[config.mk]
export PLATFORM = sky130hd
export DESIGN_NAME = pwm_generator_flat
export DESIGN_NICKNAME = d
export VERILOG_FILES = /design/src/rtl/pwm_pkg.sv /design/src/rtl/pwm_if.sv /design/src/rtl/pwm_prescaler.sv /design/src/rtl/pwm_generator.sv /design/src/flat_wrapper.sv
export SDC_FILE = /design/constraint.sdc
export NUM_CORES = 1
export LEC_CHECK = 0
export CORE_ASPECT_RATIO = 0.75
export CORE_MARGIN = 1.5
export CORE_UTILIZATION = 50
export CTS_CLUSTER_SIZE = 16
export DETAILED_ROUTE_END_ITERATION = 10
export PLACE_DENSITY_LB_ADDON = 0.12
export RECOVER_POWER = 25
export SYNTH_ARGS = -nofsm -noshare
export SYNTH_HDL_FRONTEND = slang
export SYNTH_SLANG_ARGS = --single-unit
[constraint.sdc]
create_clock -name clk -period 6.1 [get_ports clk]
set_input_delay 0.915 -clock clk [delete_from_list [all_inputs] [get_ports clk]]
set_output_delay 0.915 -clock clk [all_outputs]
set_load 0.1 [all_outputs]
[src/rtl/pwm_pkg.sv]
// Shared PWM sizing constants and types; purely declarative.
package pwm_pkg;
  localparam int CHANNELS = 8;
  localparam int WIDTH    = 8;
  localparam int PRE_W    = 16;
  localparam int CH_W     = $clog2(CHANNELS);

  localparam logic [WIDTH-1:0] PERIOD_RST = 8'hFF;

  typedef logic [WIDTH-1:0] duty_t;
  typedef logic [PRE_W-1:0] pre_t;
  typedef logic [CH_W-1:0]  ch_t;
endpackage

[src/rtl/pwm_if.sv]
// Host-side control bundle for the PWM generator: run control, duty writes, period shadow, commit.
interface pwm_if;
  import pwm_pkg::*;

  logic  enable;
  pre_t  prescale;
  logic  wr_en;
  ch_t   wr_addr;
  duty_t wr_data;
  duty_t period_in;
  logic  commit;
  logic  pending;

  modport master (
    output enable, prescale, wr_en, wr_addr, wr_data, period_in, commit,
    input  pending
  );

  modport slave (
    input  enable, prescale, wr_en, wr_addr, wr_data, period_in, commit,
    output pending
  );
endinterface

[src/rtl/pwm_prescaler.sv]
// Enable-gated clock divider: tick is combinational, one pulse every prescale+1 clocks.
// Counter is held at zero while disabled; prescale is sampled live, never stalls.
module pwm_prescaler #(
  parameter int PRE_W = 16
) (
  input  logic             clk,
  input  logic             reset,
  input  logic             enable,
  input  logic [PRE_W-1:0] prescale,
  output logic             tick,
  output logic [PRE_W-1:0] pre_cnt
);

  assign tick = enable && (pre_cnt == prescale);

  always_ff @(posedge clk) begin
    if (reset || !enable) begin
      pre_cnt <= '0;
    end else if (tick) begin
      pre_cnt <= '0;
    end else begin
      pre_cnt <= pre_cnt + PRE_W'(1);
    end
  end

endmodule

[src/rtl/pwm_generator.sv]
// Eight phase-aligned PWM channels with double-buffered duty/period; outputs registered (1 clk after cnt).
// No backpressure: writes always accepted, commits collapse into one transfer at the next period boundary.
module pwm_generator
  import pwm_pkg::*;
(
  input  logic                clk,
  input  logic                reset,
  pwm_if.slave                host,
  output logic [CHANNELS-1:0] PWM,
  output logic                period_start
);

  logic  tick;
  pre_t  pre_cnt;
  duty_t cnt;
  duty_t period_act;
  duty_t duty_sh  [CHANNELS];
  duty_t duty_act [CHANNELS];
  logic  pending_q;
  logic  boundary;
  logic  xfer;
  logic [CHANNELS-1:0] pwm_nxt;

  pwm_prescaler #(.PRE_W(PRE_W)) u_pre (
    .clk      (clk),
    .reset    (reset),
    .enable   (host.enable),
    .prescale (host.prescale),
    .tick     (tick),
    .pre_cnt  (pre_cnt)
  );

  assign boundary     = tick && (cnt == period_act);
  // While stopped there is no period to protect, so transfers go through at once.
  assign xfer         = (pending_q || host.commit) && (boundary || !host.enable);
  assign host.pending = pending_q;

  always_ff @(posedge clk) begin
    if (reset || !host.enable) begin
      cnt <= '0;
    end else if (boundary) begin
      cnt <= '0;
    end else if (tick) begin
      cnt <= cnt + WIDTH'(1);
    end
  end

  always_ff @(posedge clk) begin
    if (reset) begin
      pending_q <= 1'b0;
    end else if (xfer) begin
      pending_q <= 1'b0;
    end else if (host.commit) begin
      pending_q <= 1'b1;
    end
  end

  always_ff @(posedge clk) begin
    if (reset) begin
      period_act <= PERIOD_RST;
      for (int i = 0; i < CHANNELS; i++) begin
        duty_sh[i]  <= '0;
        duty_act[i] <= '0;
      end
    end else begin
      if (host.wr_en) begin
        duty_sh[host.wr_addr] <= host.wr_data;
      end
      if (xfer) begin
        period_act <= host.period_in;
        for (int i = 0; i < CHANNELS; i++) begin
          duty_act[i] <= duty_sh[i];
        end
      end
    end
  end

  always_comb begin
    pwm_nxt = '0;
    for (int i = 0; i < CHANNELS; i++) begin
      pwm_nxt[i] = host.enable && (cnt < duty_act[i]);
    end
  end

  always_ff @(posedge clk) begin
    if (reset) begin
      PWM          <= '0;
      period_start <= 1'b0;
    end else begin
      PWM          <= pwm_nxt;
      period_start <= host.enable && (cnt == '0) && (pre_cnt == '0);
    end
  end

endmodule

[src/flat_wrapper.sv]
// flat-port wrapper written by rule: the top's interface ports become plain ports
module pwm_generator_flat import pwm_pkg::*;
  (clk, reset, PWM, period_start, host_enable, host_prescale, host_wr_en, host_wr_addr, host_wr_data, host_period_in, host_commit, host_pending);
  pwm_if host_i ();
  input  logic clk;
  input  logic reset;
  output logic [CHANNELS-1:0] PWM;
  output logic period_start;
  input wire logic [$bits(host_i.enable)-1:0] host_enable;
  input wire logic [$bits(host_i.prescale)-1:0] host_prescale;
  input wire logic [$bits(host_i.wr_en)-1:0] host_wr_en;
  input wire logic [$bits(host_i.wr_addr)-1:0] host_wr_addr;
  input wire logic [$bits(host_i.wr_data)-1:0] host_wr_data;
  input wire logic [$bits(host_i.period_in)-1:0] host_period_in;
  input wire logic [$bits(host_i.commit)-1:0] host_commit;
  output wire logic [$bits(host_i.pending)-1:0] host_pending;
  assign host_i.enable = host_enable;
  assign host_i.prescale = host_prescale;
  assign host_i.wr_en = host_wr_en;
  assign host_i.wr_addr = host_wr_addr;
  assign host_i.wr_data = host_wr_data;
  assign host_i.period_in = host_period_in;
  assign host_i.commit = host_commit;
  assign host_pending = host_i.pending;
  pwm_generator u_core (.clk(clk), .reset(reset), .host(host_i), .PWM(PWM), .period_start(period_start));
endmodule
# Word level (Yosys, flattened, before mapping)
# Memories as Yosys holds them, arrays and structs flattened.
# Index checks and enable logic that the tools add are counted.
# totals
wordCells	70
mem_count	2
ff_bits	42
input_bits	40
output_inout_bits	10
mem_bits_rw	128
# classes
mux	19
eq_ne	2
n_bitwise	8
order_cmp	8
reduce_logical	23
n_addsub	2
# mem_list
memory	depth	width	rd	rd_ports_with_merged_regs	write_ports	line	rtl
u_core.duty_act	8	8	8	0	8	pwm_generator.sv:18	duty_t duty_act [CHANNELS];
u_core.duty_sh	8	8	8	0	8	pwm_generator.sv:17	duty_t duty_sh [CHANNELS];
# ops
cell	count
$mux 8	9
$lt 8x8->1	8
$add 16x1->16 const B	1
$eq 16x16->1	1
$logic_not 16->1	1
$logic_and 1x1->1	13
$mux 1	9
$add 8x1->8 const B	1
$eq 8x8->1	1
$logic_not 8->1	1
$or 1x1->1	8
$reduce_or 8->1	1
$reduce_or 2->1	3
$logic_or 1x1->1	3
$mux 3	1
$logic_not 1->1	1

# Logic depth before layout (Yosys ltp)
# depth
depth_word	9
depth_mapped	10
mapped_depth_nobuf	7

# Hierarchy
# From an unflattened synthesis, not the netlist that was laid out.
# hier_totals
cells_unflattened	680
area_unflattened_um2	8140.3
# by_module_without_submodules
module	cells_each	seq_area_each_um2	n_inst	area_per_inst_um2
pwm_generator	582	4364.2	1	7282.0
pwm_prescaler	98	320.3	1	858.3

# Worst setup path before layout
# OpenSTA, ideal clock, no wires.
# synth_path
kind	input port to flip-flop
startpoint	in host_prescale[8]
endpoint	mem u_core.duty_act[0][0] (netlist name) (enable)
t_arrival_ns	3.125
path_stages	7
setup_slack_ns	2.581
path_buffers	1
setup_ns	0.394
required_ns	5.706
cell_sequence	xor2_1 nor4_1 and4_1 buf_6 nand2_4 a21oi_2 or2_2
# synth_lines
item	line	rtl
from (decl)	flat_wrapper.sv:10	input wire logic [$bits(host_i.prescale)-1:0] host_prescale;
to (decl)	pwm_generator.sv:18	

==> results.sh <==
export IMPL_seqPwrFrac_pct=51.0
export IMPL_worstPathMaxFanout=64
export IMPL_clk_insertion_delay_late_ns=0.43
export IMPL_crit_type="input port to register"
export IMPL_synth_ff_type="edfxtp_1"
export IMPL_post_route_period_util_pct=71.6
export IMPL_ys_seq_area_share_pct=56.7
export IMPL_grt_setup_unrepaired="false"
export IMPL_routed_wl_um=16800
export IMPL_drv_slew=0
export IMPL_hold_path_end="u_core.duty_act[1][6]$_SDFFCE_PN0P_"
export IMPL_cts_resized=0
export IMPL_htreeDepth=4
export IMPL_grt_pass1_wl_um=26300
export IMPL_syn_inst=692
export IMPL_synth_area_sq_um=8260
export IMPL_synth_edf_count=128
export IMPL_core_area_sq_um=16100
export IMPL_vias=5044
export IMPL_num_antenna_cells=0
export IMPL_synthTopCellsByCount="edfxtp_1 (128), and2_1 (94), inv_1 (63), ha_1 (60), dfxtp_1 (42)"
export IMPL_fillers=1271
export IMPL_p_leak_uw=0.00377
export IMPL_switching_share_pct=24.8
export IMPL_pwr_share_comb_pct=8.4
export IMPL_yosysTopAreaCellShare_pct=46.6
export IMPL_yosysMostFrequentCell="edfxtp_1"
export IMPL_grt_ovfl_total=0
export IMPL_power_internal_uw=1980
export IMPL_drt_iter0_markers=367
export IMPL_clkPwrFrac_pct=40.6
export IMPL_p_sw_uw=651
export IMPL_ios=50
export IMPL_dr_pass1_iters=5
export IMPL_syn_area_per_cell_sq_um=11.9
export IMPL_finalInstanceArea_sq_um=9480
export IMPL_pre_cts_ws_ns=1.85
export IMPL_worstHoldPathType="register to register"
export IMPL_numPortBuffers=49
export IMPL_die_x_um=151
export IMPL_cts_sinks=170
export IMPL_antenna_found_initial=0
export IMPL_finalHoldViolCount=0
export IMPL_synthTopCellsByArea="edfxtp_1 (47%), dfxtp_1 (10%), ha_1 (9.1%)"
export IMPL_cp_start_kind="input port"
export IMPL_grt_pass1_vias=4779
export IMPL_synth_fp_nets=792
export IMPL_end_kind="register"
export IMPL_die_area_sq_um=17300
export IMPL_max_cap_viol_count=0
export IMPL_cts_buffers=17
export IMPL_tns_ns=0
export IMPL_min_from="u_core.duty_sh[4][6]$_SDFFCE_PN0P_"
export IMPL_period_needed_ns=4.37
export IMPL_vias_per_cell=5.22
export IMPL_cts_setup_buffers=0
export IMPL_yosysWarnings=0
export IMPL_reg2reg_slack_ns=2.34
export IMPL_ir_drop_v=0.000203
export IMPL_power_density_nw_per_um2=277
export IMPL_dp_hpwl_um=11500
export IMPL_gp_congestion=0.815
export IMPL_nNetsFinal=844
export IMPL_finalClockSkew_ns=0.0104
export IMPL_cp_required_ns=6.16
export IMPL_ff2ff_path_depth=7
export IMPL_grt_max_degree=65
export IMPL_hold_slack_ns=0.517
export IMPL_post_drt_wl_per_cell_um=17.4
export IMPL_ys_ff_latch=170
export IMPL_max_freq_mhz=229
export IMPL_slew_headroom_pct=18.3
export IMPL_cts_hold_repair_buffers=0
export IMPL_clkSlewWorstSetupHoldPaths_ns=0.07
export IMPL_status="complete, no violations"
export IMPL_drc=0
export IMPL_worstReg2RegEnd="u_core.duty_act[0][10]$_SDFFCE_PN0P_"
export IMPL_cts_buffer_depth=2
export IMPL_worstPathArrival_ns=4.42
export IMPL_fin_ws_ns=1.73
export IMPL_start_util_pct=51.4
export IMPL_cts_root_buf="clkbuf_16"
export IMPL_track_usage_pct=20.6
export IMPL_rows=40
export IMPL_cts_tree="yes"
export IMPL_syn2layout_area_growth_pct=14.9
export IMPL_synth_distinct_cells=43
export IMPL_worstReg2RegStart="u_core.cnt[4]$_SDFFE_PP0P_"
export IMPL_worstMarginPinSlew_ns=1.23
export IMPL_final_layout_size_suffix_gt1_share_pct=8.99
export IMPL_synth_top_area_cell="edfxtp_1"
export IMPL_place_area_sq_um=8910
export IMPL_antenna_left=0
export IMPL_hold_depth=1
export IMPL_die_y_um=114
export IMPL_final_setup_viol_count=0
export IMPL_async_flop_share_pct=0
## power by group through the flow
stage | Clock [uW] | Sequential (uW) | Combinational (uW)
after floorplan | 0 | 1400 | 103
after global placement | 0 | 1360 | 219
after detailed placement | 0 | 1370 | 224
after CTS | 1080 | 1340 | 226
after global routing | 1120 | 1350 | 242
final | 1070 | 1340 | 220
## layout make-up
| cell class | instances | area [sq um] | area share, % |
|---|---|---|---|
| timing repair buffer | 52 | 509 | 5.37 |
| tap | 210 | 263 | 2.77 |
| multi-input combinational | 440 | 3210 | 33.8 |
| clock inverter | 14 | 159 | 1.68 |
| inverter | 63 | 236 | 2.49 |
| sequential | 170 | 4680 | 49.4 |
| clock buffer | 17 | 425 | 4.49 |
## cells by family (layout without fill, tap and decap cells)
| kind of cell | Yosys count | in the layout | synth area share (%) |
|---|---|---|---|
| compound gates | 66 | 66 | 5.44 |
| xor+xnor | 38 | 38 | 4.03 |
| fa+ha+maj | 60 | 60 | 9.09 |
| buf+inv | 82 | 146 | 4.29 |
| flops | 170 | 170 | 56.7 |
| mux | 8 | 8 | 0.970 |
| simple gates | 268 | 268 | 19.4 |
## sequential cells by signal, summed over array words and instances (netlist names)
signal and cells:
u_core.period_start 1, u_core.cnt 8, u_core.PWM 8, u_core.period_act 8, u_core.host.pending 1, u_core.u_pre.pre_cnt 16
u_core.duty_act 64, u_core.duty_sh 64
## worst max-delay path, stage by stage
cell           delay (ns)
dlygate4sd3_1        0.55
xor2_1               0.14
nor4_1               0.44
and4_1               0.40
nand2_1              0.17
a21oi_1              0.87
or2_2                0.24
buf_4                0.64
## cells in the final DEF (no fill, tap or decap), types with 9 or more instances in the layout
cell	Yosys	final
dfxtp_1	42	42
nor4_1	17	17
xor2_1	24	24
and2_0	0	29
inv_1	63	63
and2_2	21	21
clkbuf_16	0	17
xnor2_1	14	14
nand3_1	11	11
nor2_1	40	40
ha_1	60	60
o21ai_0	23	23
nor2b_1	18	18
or2_2	9	9
dlygate4sd3_1	0	12
nand2b_1	10	10
a21o_1	16	16
clkdlybuf4s50_1	0	37
edfxtp_1	128	128
and2_1	94	65
nand4_1	9	9
## routing by layer
| metal | GRT usage, % | wire length (um) | vias to the layer above |
|---|---|---|---|
| li1 | - | - | 2532 |
| met1 | 32.8 | 8940 | 2387 |
| met2 | 27.8 | 6760 | 117 |
| met3 | 5.06 | 953 | 8 |
| met4 | 4.98 | 129 | 0 |
| met5 | 0 | 0 | - |
## metrics by stage
| step | instances | utilization (%) | power (uW) |
|---|---|---|---|
| floorplan | 692 | - | 1500 |
| global route | 966 | 59.0 | 2710 |
| global placement | 935 | 55.5 | 1580 |
| finish | 966 | 59.0 | 2630 |
| detailed placement | 935 | 55.5 | 1590 |
| CTS | 966 | 59.1 | 2650 |
## worst max path at each step
stage,from,endpoint
5_1_grt,host_prescale[11],u_core.duty_act[0][13]$_SDFFCE_PN0P_
3_5_place_dp,host_prescale[11],u_core.duty_act[1][6]$_SDFFCE_PN0P_
3_3_place_gp,host_prescale[11],u_core.duty_act[0][5]$_SDFFCE_PN0P_
2_1_floorplan,host_prescale[8],u_core.duty_act[0][0]$_SDFFCE_PN0P_
6_report,host_prescale[11],u_core.duty_act[0][10]$_SDFFCE_PN0P_
4_1_cts,host_prescale[11],u_core.duty_act[0][18]$_SDFFCE_PN0P_
Note: power is estimated with default switching activity, not from simulation.
